[src/rtl/divide_if.sv]
// Start/done handshake and operand/result bus for the sequential divider.
interface divide_if #(
  parameter int n = 16
);
  logic         s;
  logic [n-1:0] dataa;
  logic [n-1:0] datab;
  logic [n-1:0] q;
  logic [n-1:0] r;
  logic         done;
  logic         div0;

  modport master (output s, dataa, datab, input q, r, done, div0);
  modport slave  (input s, dataa, datab, output q, r, done, div0);
endinterface

[src/rtl/divide.sv]
// Sequential restoring divider: unsigned n-bit dividend / divisor, one quotient bit per clock.
// state | meaning
// S1    | idle, waiting for s to load operands
// S2    | compute, one restoring iteration per edge
// S3    | done, results valid until s drops
module divide #(
  parameter int n = 16
) (
  input  logic     clk,
  input  logic     rstn,
  divide_if.slave  bus
);
  localparam int CW = (n > 1) ? $clog2(n) : 1;

  localparam logic [1:0] S1 = 2'd0;
  localparam logic [1:0] S2 = 2'd1;
  localparam logic [1:0] S3 = 2'd2;

  logic [1:0]    r_state;
  logic [n-1:0]  r_a;
  logic [n-1:0]  r_b;
  logic [n:0]    r_rem;
  logic [CW-1:0] r_cnt;
  logic [n-1:0]  r_q;
  logic [n-1:0]  r_r;
  logic          r_div0;

  logic [n:0]    w_t;
  logic          w_ge;
  logic [n:0]    w_rem_nxt;
  logic [n-1:0]  w_a_nxt;
  logic          w_last;
  logic          w_unused;

  // Shift {R,A} left by one and trial-subtract the divisor.
  assign w_t       = {r_rem[n-1:0], r_a[n-1]};
  assign w_ge      = (w_t >= {1'b0, r_b});
  assign w_rem_nxt = w_ge ? (w_t - {1'b0, r_b}) : w_t;
  assign w_a_nxt   = {r_a[n-2:0], w_ge};
  assign w_last    = (r_cnt == CW'(n - 1));
  // Restored remainder is always below the divisor, so the top bit never feeds back.
  assign w_unused  = r_rem[n];

  always_ff @(posedge clk or negedge rstn) begin
    if (!rstn) begin
      r_state <= S1;
      r_a     <= '0;
      r_b     <= '0;
      r_rem   <= '0;
      r_cnt   <= '0;
      r_q     <= '0;
      r_r     <= '0;
      r_div0  <= 1'b0;
    end else begin
      case (r_state)
        S1: begin
          if (bus.s) begin
            r_a     <= bus.dataa;
            r_b     <= bus.datab;
            r_rem   <= '0;
            r_cnt   <= '0;
            r_state <= S2;
          end
        end
        S2: begin
          r_a   <= w_a_nxt;
          r_rem <= w_rem_nxt;
          r_cnt <= r_cnt + CW'(1);
          if (w_last) begin
            r_q     <= w_a_nxt;
            r_r     <= w_rem_nxt[n-1:0];
            r_div0  <= (r_b == '0);
            r_state <= S3;
          end
        end
        S3: begin
          if (!bus.s) r_state <= S1;
        end
        default: r_state <= S1;
      endcase
    end
  end

  assign bus.q    = r_q;
  assign bus.r    = r_r;
  assign bus.div0 = r_div0;
  assign bus.done = (r_state == S3);
endmodule

[src/flat_wrapper.sv]
// flat-port wrapper written by rule: the top's interface ports become plain ports
module divide_flat 
#(
  parameter int n = 16
)
  (clk, rstn, bus_s, bus_dataa, bus_datab, bus_q, bus_r, bus_done, bus_div0);
  divide_if #(.n(n)) bus_i ();
  input  logic clk;
  input  logic rstn;
  input wire logic [$bits(bus_i.s)-1:0] bus_s;
  input wire logic [$bits(bus_i.dataa)-1:0] bus_dataa;
  input wire logic [$bits(bus_i.datab)-1:0] bus_datab;
  output wire logic [$bits(bus_i.q)-1:0] bus_q;
  output wire logic [$bits(bus_i.r)-1:0] bus_r;
  output wire logic [$bits(bus_i.done)-1:0] bus_done;
  output wire logic [$bits(bus_i.div0)-1:0] bus_div0;
  assign bus_i.s = bus_s;
  assign bus_i.dataa = bus_dataa;
  assign bus_i.datab = bus_datab;
  assign bus_q = bus_i.q;
  assign bus_r = bus_i.r;
  assign bus_done = bus_i.done;
  assign bus_div0 = bus_i.div0;
  divide #(.n(n)) u_core (.clk(clk), .rstn(rstn), .bus(bus_i));
endmodule
[config.mk]
export PLATFORM = sky130hd
export DESIGN_NAME = divide_flat
export DESIGN_NICKNAME = d
export VERILOG_FILES = /design/src/rtl/divide_if.sv /design/src/rtl/divide.sv /design/src/flat_wrapper.sv
export SDC_FILE = /design/constraint.sdc
export NUM_CORES = 1
export LEC_CHECK = 0
export ABC_AREA = 1
export BUFFER_PORTS_ARGS = -buffer_cell sky130_fd_sc_hd__buf_2
export CORE_MARGIN = 2
export CORE_UTILIZATION = 40
export DETAILED_ROUTE_END_ITERATION = 7
export SLEW_MARGIN = 0
export SYNTH_ARGS = -nofsm -noshare
export SYNTH_HDL_FRONTEND = slang
export SYNTH_SLANG_ARGS = --single-unit
[constraint.sdc]
create_clock -name clk -period 1.9 [get_ports clk]
set_clock_uncertainty 0.15 [all_clocks]
set_input_delay 0.57 -clock clk [delete_from_list [all_inputs] [get_ports clk]]
set_output_delay 0.57 -clock clk [all_outputs]
set_load 0.005 [all_outputs]
==> impl_metrics.ini <==
[run_status]
status = finished, violations left
failed_checks = setup timing

[worst_setup_path]
cp_max_fo = 7
slowest_delay_ns = 0.41
r2r_end = u_core.r_rem[13]$_DFFE_PN0P_
end_kind = flop
path_delay_family = simple AND/OR/NAND/NOR gates
critPathArrivalTime_ns = 2.15
worstSetupPathType = reg -> reg
worst-path-buf-inv = 3
worst_path_max_delay_cell = dfrtp_1
r2r_setup_slack_ns = -0.17
critPathLaunchType = flop
worstReg2RegStart = u_core.r_rem[13]$_DFFE_PN0P_
ff2ff_path_depth = 11
worstPathRequired_ns = 1.99
cp_cell_sequence = ha_4 > nand2_1 > inv_1 > nand2_2 > a21oi_4 > nor2_4 > buf_12 > buf_12 > nand3b_1 > nand3_1 > nand2_1

[final_layout]
final-seq-area_um2 = 2180
layout.cells.non_filler = 926
nFillCells = 1065
layout_commonest_cell = nand2_1
final_cell_mix = nand2_1 (188), buf_4 (88), dfrtp_1 (87), buf_2 (67), inv_1 (66)
n_antenna_cell = 0
area_growth_pct = 42.8
drive_gt1_frac = 0.390
fin_nets = 828
multiInputGateArea_um2 = 2680

[detailed_routing]
wirelength_um = 14000
drc = 0
drt_iter0_markers = 194
wl_per_cell_um = 15.1
vias_per_cell = 4.95
drt_pass1_iterations = 4
dr_total_vias = 4581
final_antenna_net_count = 0

[clocking]
cts_sinks = 87
cts_tree = yes
clkTransAtPathRegs_ns = 0.06
htree_levels = 3
cts_buffers = 9
cts_root_buf = clkbuf_16
clock_latency_ns = 0.35
clockBufferDepth = 2

[pwr]
vdd_drop_max_mv = 0.937
p_per_area_nw_per_um2 = 2090
leakage_nw = 3.68

[place]
port_buffers = 68
placed_cells = 894
preCtsSetupSlack_ns = -0.257
dp_hpwl_um = 9470
gp_congestion = 0.855

[global_route]
grt_usage = 0.224
grt_util_met2 = 0.372
grt_overflow_total = 0
grt_use_met3 = 0.0308
grt_pass1_wl_um = 22600
grt_most_used_layer = met2
antenna_found_initial = 0
use_met1 = 0.298
grt_pass1_vias = 4588
grt_max_degree = 48

[sta]
rsz0062_at_grt = yes
hold_ws_ns = 0.311
max_freq_mhz = 484
hold_viol_final = 0
relSlewSlack = 0.678
drv_slew = 0
layout_setup_ws_ns = -0.165
tightest_slew_ns = 0.479
fin_crit_ns = 2.07
fin_crit_sh = 1.09
setup_viol = 33

[floorplan]
core_um2 = 11900
rows = 40
start_util = 0.405
die_w_um = 114
die_h_um = 114
dieArea_um2 = 12900
ios = 69

[yosys]
syn_area_um2 = 4810
syn-num-nets = 671
ys_types = 41
ys_warn_count = 0
synth_cells = 618
syn_area_per_cell_um2 = 7.78
ys_seq_area_frac = 0.453
ys_seq_elements = 87

[job]
cap_violations = 0

[hold_path]
hold_path_depth = 2
holdPathEnd = u_core.r_b[0]$_DFFE_PN0P_
min_from = bus_datab[0]
min_path_type = in -> reg
## final cells by class
class | count | area share
timing repair buffer | 166 | 0.176
sequential | 87 | 0.317
inverter | 86 | 0.0470
clock buffer | 10 | 0.0348
tap | 147 | 0.0268
multi-input combinational | 425 | 0.390
clock inverter | 5 | 0.00838
## cell usage after synthesis
| library cell | instances | area (um2) |
|---|---|---|
| a21oi_1 | 24 | 120 |
| inv_1 | 82 | 308 |
| o221ai_1 | 5 | 43.8 |
| nand3b_1 | 4 | 30.0 |
| a21oi_2 | 2 | 17.5 |
| nand3_1 | 42 | 210 |
| o22ai_1 | 1 | 6.26 |
| buf_12 | 1 | 20.0 |
| nand4_1 | 8 | 50.1 |
| buf_1 | 1 | 3.75 |
| o21ai_2 | 3 | 26.3 |
| nand2_1 | 216 | 811 |
| nor2_1 | 29 | 109 |
| a22oi_1 | 10 | 75.1 |
| nor2_2 | 5 | 31.3 |
| nand3_2 | 7 | 70.1 |
| o21ai_0 | 16 | 80.1 |
| nor4_1 | 2 | 12.5 |
| nand2_2 | 7 | 43.8 |
| nor2_4 | 3 | 33.8 |
| clkbuf_1 | 9 | 33.8 |
| or2_2 | 1 | 6.26 |
| xor2_1 | 4 | 35.0 |
| ha_1 | 17 | 213 |
| mux2_2 | 1 | 11.3 |
| nor3_1 | 2 | 10.0 |
| dfrtp_1 | 87 | 2180 |
| o31ai_1 | 1 | 7.51 |
| nand2_4 | 2 | 22.5 |
| buf_2 | 6 | 30.0 |
| buf_6 | 2 | 22.5 |
| and2_1 | 1 | 6.26 |
| o41ai_2 | 1 | 16.3 |
| or2_0 | 1 | 6.26 |
| mux2i_1 | 1 | 10.0 |
| a22o_1 | 1 | 8.76 |
| inv_2 | 4 | 15.0 |
| buf_4 | 3 | 22.5 |
| o21ai_1 | 3 | 15.0 |
| xnor2_1 | 2 | 17.5 |
| fa_1 | 1 | 20.0 |
## worst max-delay path by stage
| stage | from | to | slack [ns] | depth (start not counted) |
|---|---|---|---|---|
| 5_1_grt | u_core.r_b[6]$_DFFE_PN0P_ | u_core.r_rem[12]$_DFFE_PN0P_ | -0.28 | 14 |
| 3_5_place_dp | u_core.r_rem[8]$_DFFE_PN0P_ | u_core.r_rem[14]$_DFFE_PN0P_ | -0.26 | 10 |
| 6_report | u_core.r_rem[13]$_DFFE_PN0P_ | u_core.r_rem[13]$_DFFE_PN0P_ | -0.17 | 11 |
| 4_1_cts | u_core.r_b[14]$_DFFE_PN0P_ | u_core.r_rem[10]$_DFFE_PN0P_ | -0.14 | 13 |
| 2_1_floorplan | u_core.r_rem[2]$_DFFE_PN0P_ | u_core.bus.r[8]$_DFFE_PN0P_ | 0.001 | 14 |
| 3_3_place_gp | u_core.r_rem[8]$_DFFE_PN0P_ | u_core.bus.r[14]$_DFFE_PN0P_ | -0.26 | 10 |
## what timing repair did
action                                  in CTS  in global routing
buffers inserted                             5                  8
pin swaps                                   17                 42
gates cloned                                 1                  3
endpoints found under the hold margin       14                  0
hold buffers                                 1                  0
gates resized for setup                     46                 57
endpoints found under the setup margin      34                 35
## flip-flops by register name, summed over array words and instances, names as in the netlist
name and flops:
u_core.r_state 2, u_core.r_cnt 4, u_core.bus.r 16, u_core.r_rem 16, u_core.bus.q 16, u_core.bus.div0 1
u_core.r_b 16, u_core.r_a 16
## layer usage
layer | up-vias | share of wire
li1 | 2279 | -
met4 | 0 | 0.023
met3 | 25 | 0.038
met5 | - | 0
met1 | 2190 | 0.46
met2 | 87 | 0.48
## stage by stage
stage / power [mW] / instance area (um2) / setup TNS [ns] / util
after floorplan: 7.85 / 4860 / 0 / -
after global placement: 10.6 / 5950 / -7.04 / 0.502
after detailed placement: 10.7 / 5950 / -6.98 / 0.502
after CTS: 13.5 / 6580 / -3.39 / 0.554
after global routing: 15.6 / 6870 / -8.02 / 0.579
final: 14.4 / 6870 / -4.18 / 0.579
## power breakdown
part / total, mW / switching (mW) / internal [mW]
logic: 9.24 / 4.95 / 4.29
registers: 3.33 / 0.592 / 2.74
clock network: 1.78 / 0.735 / 1.05
## cell families (layout without fill, tap and decap cells)
logic type      after synthesis  after routing  synth area share
buf+inv                     108            267            0.0947
xor+xnor                      6              6            0.0109
compound gates               67             67            0.0867
simple gates                330            332             0.302
flops                        87             87             0.453
mux                           2              2           0.00442
fa+ha+maj                    18             18            0.0484
(Power assumes the default switching activity.)
